`config.mk`:
```
export PLATFORM = sky130hd
export DESIGN_NAME = pc_unit
export DESIGN_NICKNAME = d
export VERILOG_FILES = /design/src/rtl/cpu_pkg.sv /design/src/rtl/pc_unit_ret_stack.sv /design/src/rtl/pc_unit.sv
export SDC_FILE = /design/constraint.sdc
export NUM_CORES = 1
export LEC_CHECK = 0
export BUFFER_PORTS_ARGS = -buffer_cell sky130_fd_sc_hd__buf_4
export CAP_MARGIN = 10
export CORE_ASPECT_RATIO = 1.4
export CORE_MARGIN = 8
export CORE_UTILIZATION = 56
export DETAILED_ROUTE_END_ITERATION = 8
export PLACE_DENSITY_LB_ADDON = 0.3
export SETUP_SLACK_MARGIN = 0.02
export SLEW_MARGIN = 20
export SYNTH_ARGS = -nofsm -noshare
export SYNTH_HDL_FRONTEND = slang
export SYNTH_SLANG_ARGS = --single-unit
```
`constraint.sdc`:
```
create_clock -name clk -period 3.4 [get_ports clk]
set_clock_uncertainty 0.2 [all_clocks]
set_input_delay 0.34 -clock clk [delete_from_list [all_inputs] [get_ports clk]]
set_output_delay 0.34 -clock clk [all_outputs]
set_load 0.01 [all_outputs]
```
`src/rtl/cpu_pkg.sv`:
```
// Shared datapath constants and the per-cycle PC action encoding for the lab CPU.
// The action select lives here so every consumer agrees on request priority.
package cpu_pkg;

    localparam int              PC_W                = 16;
    localparam logic [PC_W-1:0] RESET_PC_DEFAULT    = 16'h0000;
    localparam int              STACK_DEPTH_DEFAULT = 4;
    localparam int              PTR_W_DEFAULT       = 2;

    typedef enum logic [2:0] {
        PC_ACT_HOLD,
        PC_ACT_RET,
        PC_ACT_RET_EMPTY,
        PC_ACT_CALL,
        PC_ACT_BRANCH,
        PC_ACT_SEQ
    } pc_act_e;

    // Priority: stall > ret > call > branch > sequential (reset handled by the registers).
    function automatic pc_act_e pc_select(
        input logic stall,
        input logic ret_en,
        input logic call_en,
        input logic branch_en,
        input logic stack_empty
    );
        pc_act_e act;
        if (stall)
            act = PC_ACT_HOLD;
        else if (ret_en)
            act = stack_empty ? PC_ACT_RET_EMPTY : PC_ACT_RET;
        else if (call_en)
            act = PC_ACT_CALL;
        else if (branch_en)
            act = PC_ACT_BRANCH;
        else
            act = PC_ACT_SEQ;
        return act;
    endfunction

endpackage

```
`src/rtl/pc_unit_ret_stack.sv`:
```
// Return-address LIFO; the pointer counts 0..DEPTH so full and empty are both encodable.
// Entry storage is not reset because its contents are meaningless until pushed.
module ret_stack
    import cpu_pkg::*;
#(
    parameter int DEPTH  = STACK_DEPTH_DEFAULT,
    parameter int PTR_W  = PTR_W_DEFAULT,
    parameter int DATA_W = PC_W
) (
    input  logic              clk,
    input  logic              rst,
    input  logic              push,
    input  logic              pop,
    input  logic [DATA_W-1:0] push_data,
    output logic [DATA_W-1:0] top_data,
    output logic              empty,
    output logic              full
);

    localparam logic [PTR_W:0] FULL_CNT = (PTR_W+1)'(DEPTH);

    logic [PTR_W:0]    ptr_q;
    logic [PTR_W:0]    ptr_d;
    logic [PTR_W:0]    top_ptr;
    logic [DATA_W-1:0] mem_q [DEPTH];

    assign empty   = (ptr_q == '0);
    assign full    = (ptr_q == FULL_CNT);
    assign top_ptr = ptr_q - 1'b1;
    assign top_data = mem_q[top_ptr[PTR_W-1:0]];

    always_comb begin
        ptr_d = ptr_q;
        if (pop && !empty)
            ptr_d = ptr_q - 1'b1;
        else if (push && !full)
            ptr_d = ptr_q + 1'b1;
    end

    always_ff @(posedge clk) begin
        if (rst)
            ptr_q <= '0;
        else
            ptr_q <= ptr_d;
    end

    always_ff @(posedge clk) begin
        if (!rst && push && !pop && !full)
            mem_q[ptr_q[PTR_W-1:0]] <= push_data;
    end

endmodule

```
`src/rtl/pc_unit.sv`:
```
// Program-counter stage: PC register, sequential/redirect targets for the downstream
// next-PC mux, and call/return handling through a small hardware return stack.
module pc_unit
    import cpu_pkg::*;
#(
    parameter logic [PC_W-1:0] RESET_PC    = RESET_PC_DEFAULT,
    parameter int              STACK_DEPTH = STACK_DEPTH_DEFAULT,
    parameter int              PTR_W       = PTR_W_DEFAULT
) (
    input  logic            clk,
    input  logic            rst,
    input  logic            stall,
    input  logic            branch_en,
    input  logic [PC_W-1:0] branch_target,
    input  logic            call_en,
    input  logic            ret_en,
    output logic [PC_W-1:0] pc_out,
    output logic [PC_W-1:0] pc_seq,
    output logic [PC_W-1:0] pc_redirect,
    output logic            redirect,
    output logic            stack_empty,
    output logic            stack_full,
    output logic            stack_err
);

    logic [PC_W-1:0] pc_q;
    logic [PC_W-1:0] pc_d;
    logic            err_q;
    logic            err_d;
    logic            push;
    logic            pop;
    logic [PC_W-1:0] top_data;
    pc_act_e         act;

    assign act = pc_select(stall, ret_en, call_en, branch_en, stack_empty);

    ret_stack #(
        .DEPTH  (STACK_DEPTH),
        .PTR_W  (PTR_W),
        .DATA_W (PC_W)
    ) u_ret_stack (
        .clk       (clk),
        .rst       (rst),
        .push      (push),
        .pop       (pop),
        .push_data (pc_seq),
        .top_data  (top_data),
        .empty     (stack_empty),
        .full      (stack_full)
    );

    assign pc_out    = pc_q;
    assign pc_seq    = pc_q + 1'b1;
    assign stack_err = err_q;

    // A call on a full stack still jumps; only the push is dropped and flagged.
    always_comb begin
        pc_d        = pc_seq;
        err_d       = err_q;
        push        = 1'b0;
        pop         = 1'b0;
        redirect    = 1'b0;
        pc_redirect = branch_target;
        case (act)
            PC_ACT_HOLD: begin
                pc_d = pc_q;
            end
            PC_ACT_RET: begin
                pop         = 1'b1;
                redirect    = 1'b1;
                pc_redirect = top_data;
                pc_d        = top_data;
            end
            PC_ACT_RET_EMPTY: begin
                err_d = 1'b1;
            end
            PC_ACT_CALL: begin
                redirect = 1'b1;
                pc_d     = branch_target;
                if (stack_full)
                    err_d = 1'b1;
                else
                    push = 1'b1;
            end
            PC_ACT_BRANCH: begin
                redirect = 1'b1;
                pc_d     = branch_target;
            end
            default: begin
                pc_d = pc_seq;
            end
        endcase
    end

    always_ff @(posedge clk) begin
        if (rst) begin
            pc_q  <= RESET_PC;
            err_q <= 1'b0;
        end else begin
            pc_q  <= pc_d;
            err_q <= err_d;
        end
    end

endmodule

```
==> impl_metrics.ini <==
[clock_network]
ctsResizeCount = 0
tritoncts = yes
clkLatencyLatePin_ns = 0.35
cts_buffers = 9
hold_buffers = 0
cts.sinks = 84
ctsHtreeMaxLevel = 3
cts.clk_slew.worst_paths_ns = 0.08
cts-root-buf = clkbuf_8
cts_max_path_buffers = 2
postCtsSetupBuffers = 0

[floorplanning]
chipWidth_um = 88.7
die_area_sq_um = 10500
rows = 37
core_sq_um = 7270
io_pins = 74
start_util = 0.570
die_h_um = 118

[worst_setup_path]
worst-path-buf-inv = 2
cp.arrival_ns = 2.61
crit_chain = inv_1, ha_1, mux2_2, o21ai_0, o21ai_0, buf_4
reg2reg_to = pc_out[7]
crit_slowest_cell = ha_1
r2r_start = u_ret_stack.ptr_q[0]
worstPathRequired_ns = 2.86
critPathMaxStageDelay_ns = 0.77
cp-start-kind = flop
path_delay_family = adder cells
end_kind = output port
ff2ff_path_depth = 6
ff2ff_setup_slack_ns = 0.79
crit_top_cell = o21ai_0
worstPathMaxFanout = 15
worstSetupPathType = reg2out

[timing]
finalHoldViolCount = 0
fmax_mhz = 317
whs_ns = 0.0843
period_minus_slack_ns = 3.15
rsz0062_at_grt = false
fin_crit_sh = 0.928
fin_ws_ns = 0.246
slew_headroom = 0.424
final.setup.tns_ns = 0
setup_viol = 0
final_max_slew_viol_count = 0
tightest_slew_ns = 0.865

[cells_and_area]
final_util = 0.682
register_area_sq_um = 2320
fin_nets = 438
syn_to_final_growth_pct = 19.5
layout-drive-gt1-share = 0.296
antenna_cells = 0
fillers = 540
multi_input_area_sq_um = 1660
finalNonFillerCells = 512
final_area_sq_um = 4950

[placed_design]
port_buffers = 73
place.gp.congestion = 0.816
placed_cells = 496
pre_cts_ws_ns = 0.646
placed_area_sq_um = 4740
hpwl_mm = 7.65

[min_path]
whs_path_depth = 3
hold_class = in2reg
worstHoldEndpoint = pc_out[12]
min_from = branch_target[12]

[global_routing]
overflow = 0
grt_use_total = 0.208
antenna_found_initial = 0
grt_max_degree = 23
grt_pass1_vias = 3032
grt_pass1_wl_mm = 16.1

[logic_synthesis]
netlist_area_sq_um = 4150
syn_nets = 365
synthFlopType = edfxtp_1
async_flop_share = 0
yosysUniqueCellTypes = 53
ys_ff_latch = 84
avgSynthCellArea_sq_um = 12.3
netlist_instances = 337
synth_edf_count = 64
seq_area_frac_synth = 0.560
yosysWarnings = 0

[detailed_routing]
route.met2.wl_mm = 5.58
dr_wl_met3_um = 786
ant_nets = 0
highest_layer = met4
via_per_inst = 5.80
post-route-drc-count = 0
wl_met1_mm = 3.90
avgRoutedWirePerCell_um = 20.5
num_vias = 2969
first_pass_iters = 4
drtIter0Drc = 301
drt-total-wl_mm = 10.5

[pwr]
ir_drop_v = 0.000316
power_mw = 2.54
p_per_area_nw_per_um2 = 513
leakagePower_nw = 1.89

[status]
status = finished clean

[flow_run]
cap_violations = 0
[layer usage]
metal,up-vias,track usage
li1,1393,-
met1,1415,0.247
met2,142,0.352
met3,19,0.0398
met4,0,0.0861
met5,-,0
[cell type report]
cell class,instances,share of cell area
Clock inverter,6,0.0177
Inverter,9,0.00682
Clock buffer,10,0.0258
Sequential cell,84,0.469
Timing Repair Buffer,80,0.121
Tap cell,97,0.0245
Multi-Input combinational cell,226,0.335
[synth_stat cells (3+ instances only)]
cell	n	area share
nand2_1	63	0.057
buf_4	5	0.0091
buf_6	5	0.014
or2_2	3	0.0045
clkbuf_1	3	0.0027
a21o_1	4	0.0072
o21ai_0	5	0.0060
inv_1	8	0.0072
o22ai_1	5	0.0075
a211oi_1	3	0.0054
nand3_1	8	0.0097
a31oi_1	3	0.0045
mux4_2	13	0.071
buf_2	4	0.0048
ha_1	6	0.018
xor2_1	4	0.0084
a21oi_1	10	0.012
and4_1	4	0.0084
nor3_1	5	0.0060
and2_1	4	0.0060
xnor2_1	12	0.025
dfxtp_1	20	0.097
nand4_1	4	0.0060
and3_1	8	0.012
edfxtp_1	64	0.46
mux2i_1	8	0.019
nor2_1	22	0.020
[how the worst max path moves through the flow]
stage,startpoint,end,slack (ns),cells past startpoint
after floorplan,u_ret_stack.ptr_q[0],pc_redirect[4],0.74,9
after global placement,u_ret_stack.ptr_q[1],pc_redirect[8],0.67,6
after detailed placement,u_ret_stack.ptr_q[1],pc_redirect[8],0.65,6
after CTS,u_ret_stack.ptr_q[1],pc_redirect[8],0.26,6
after global routing,u_ret_stack.ptr_q[0],pc_redirect[8],0.14,6
final,u_ret_stack.ptr_q[0],pc_redirect[8],0.25,6
[flip-flops by register name, summed over array words and instances, names as in the netlist]
register,flops
pc_out,16
stack_err,1
u_ret_stack.mem_q,64
u_ret_stack.ptr_q,3
[cell families (layout without fill, tap and decap cells)]
group,after synthesis,count (layout),share of synthesized area
AOI/OAI and AO/OA,49,49,0.0969
xor gates and xnor gates,16,16,0.0338
adders and majority gates,6,6,0.0181
buffers and inverters,27,105,0.0392
DFF,84,84,0.560
muxes,24,24,0.102
and+or+nand+nor,131,131,0.150
[where the power goes]
part	switching (mW)	internal (mW)	leakage (nW)	total (mW)
sequential	0.0459	1.15	0.752	1.20
combinational	0.323	0.256	1.04	0.580
clock	0.353	0.414	0.101	0.766
[layout by cell type, fill, tap and decap left out, drive strengths merged, types with 2 or more instances in the layout]
cell and instances:
a2111oi 5, mux2i 8, inv 10, clkbuf 10, nor2 22, dfxtp 20
nand2 63, o21a 2, xor2 4, nand3b 2, mux4 14, edfxtp 64
and3 10, clkinvlp 2, nand4 4, or2 3, a21o 4, and4 4
a31oi 3, mux2 2, o32ai 2, bufinv 2, xnor2 12, and2 5
a211oi 3, buf 80, a21oi 10, nor3 5, o22ai 6, nand3 8
o21ai 5, ha 6, nand2b 2
[worst reg2reg max path: stages, from the launching register on]
cell and delay [ns]:
dfxtp_1 0.35, inv_1 0.12, ha_1 0.77, mux4_2 0.45, and3_4 0.22, a2111oi_4 0.31, nor3_1 0.08
Power figures use the tool's default switching activity.
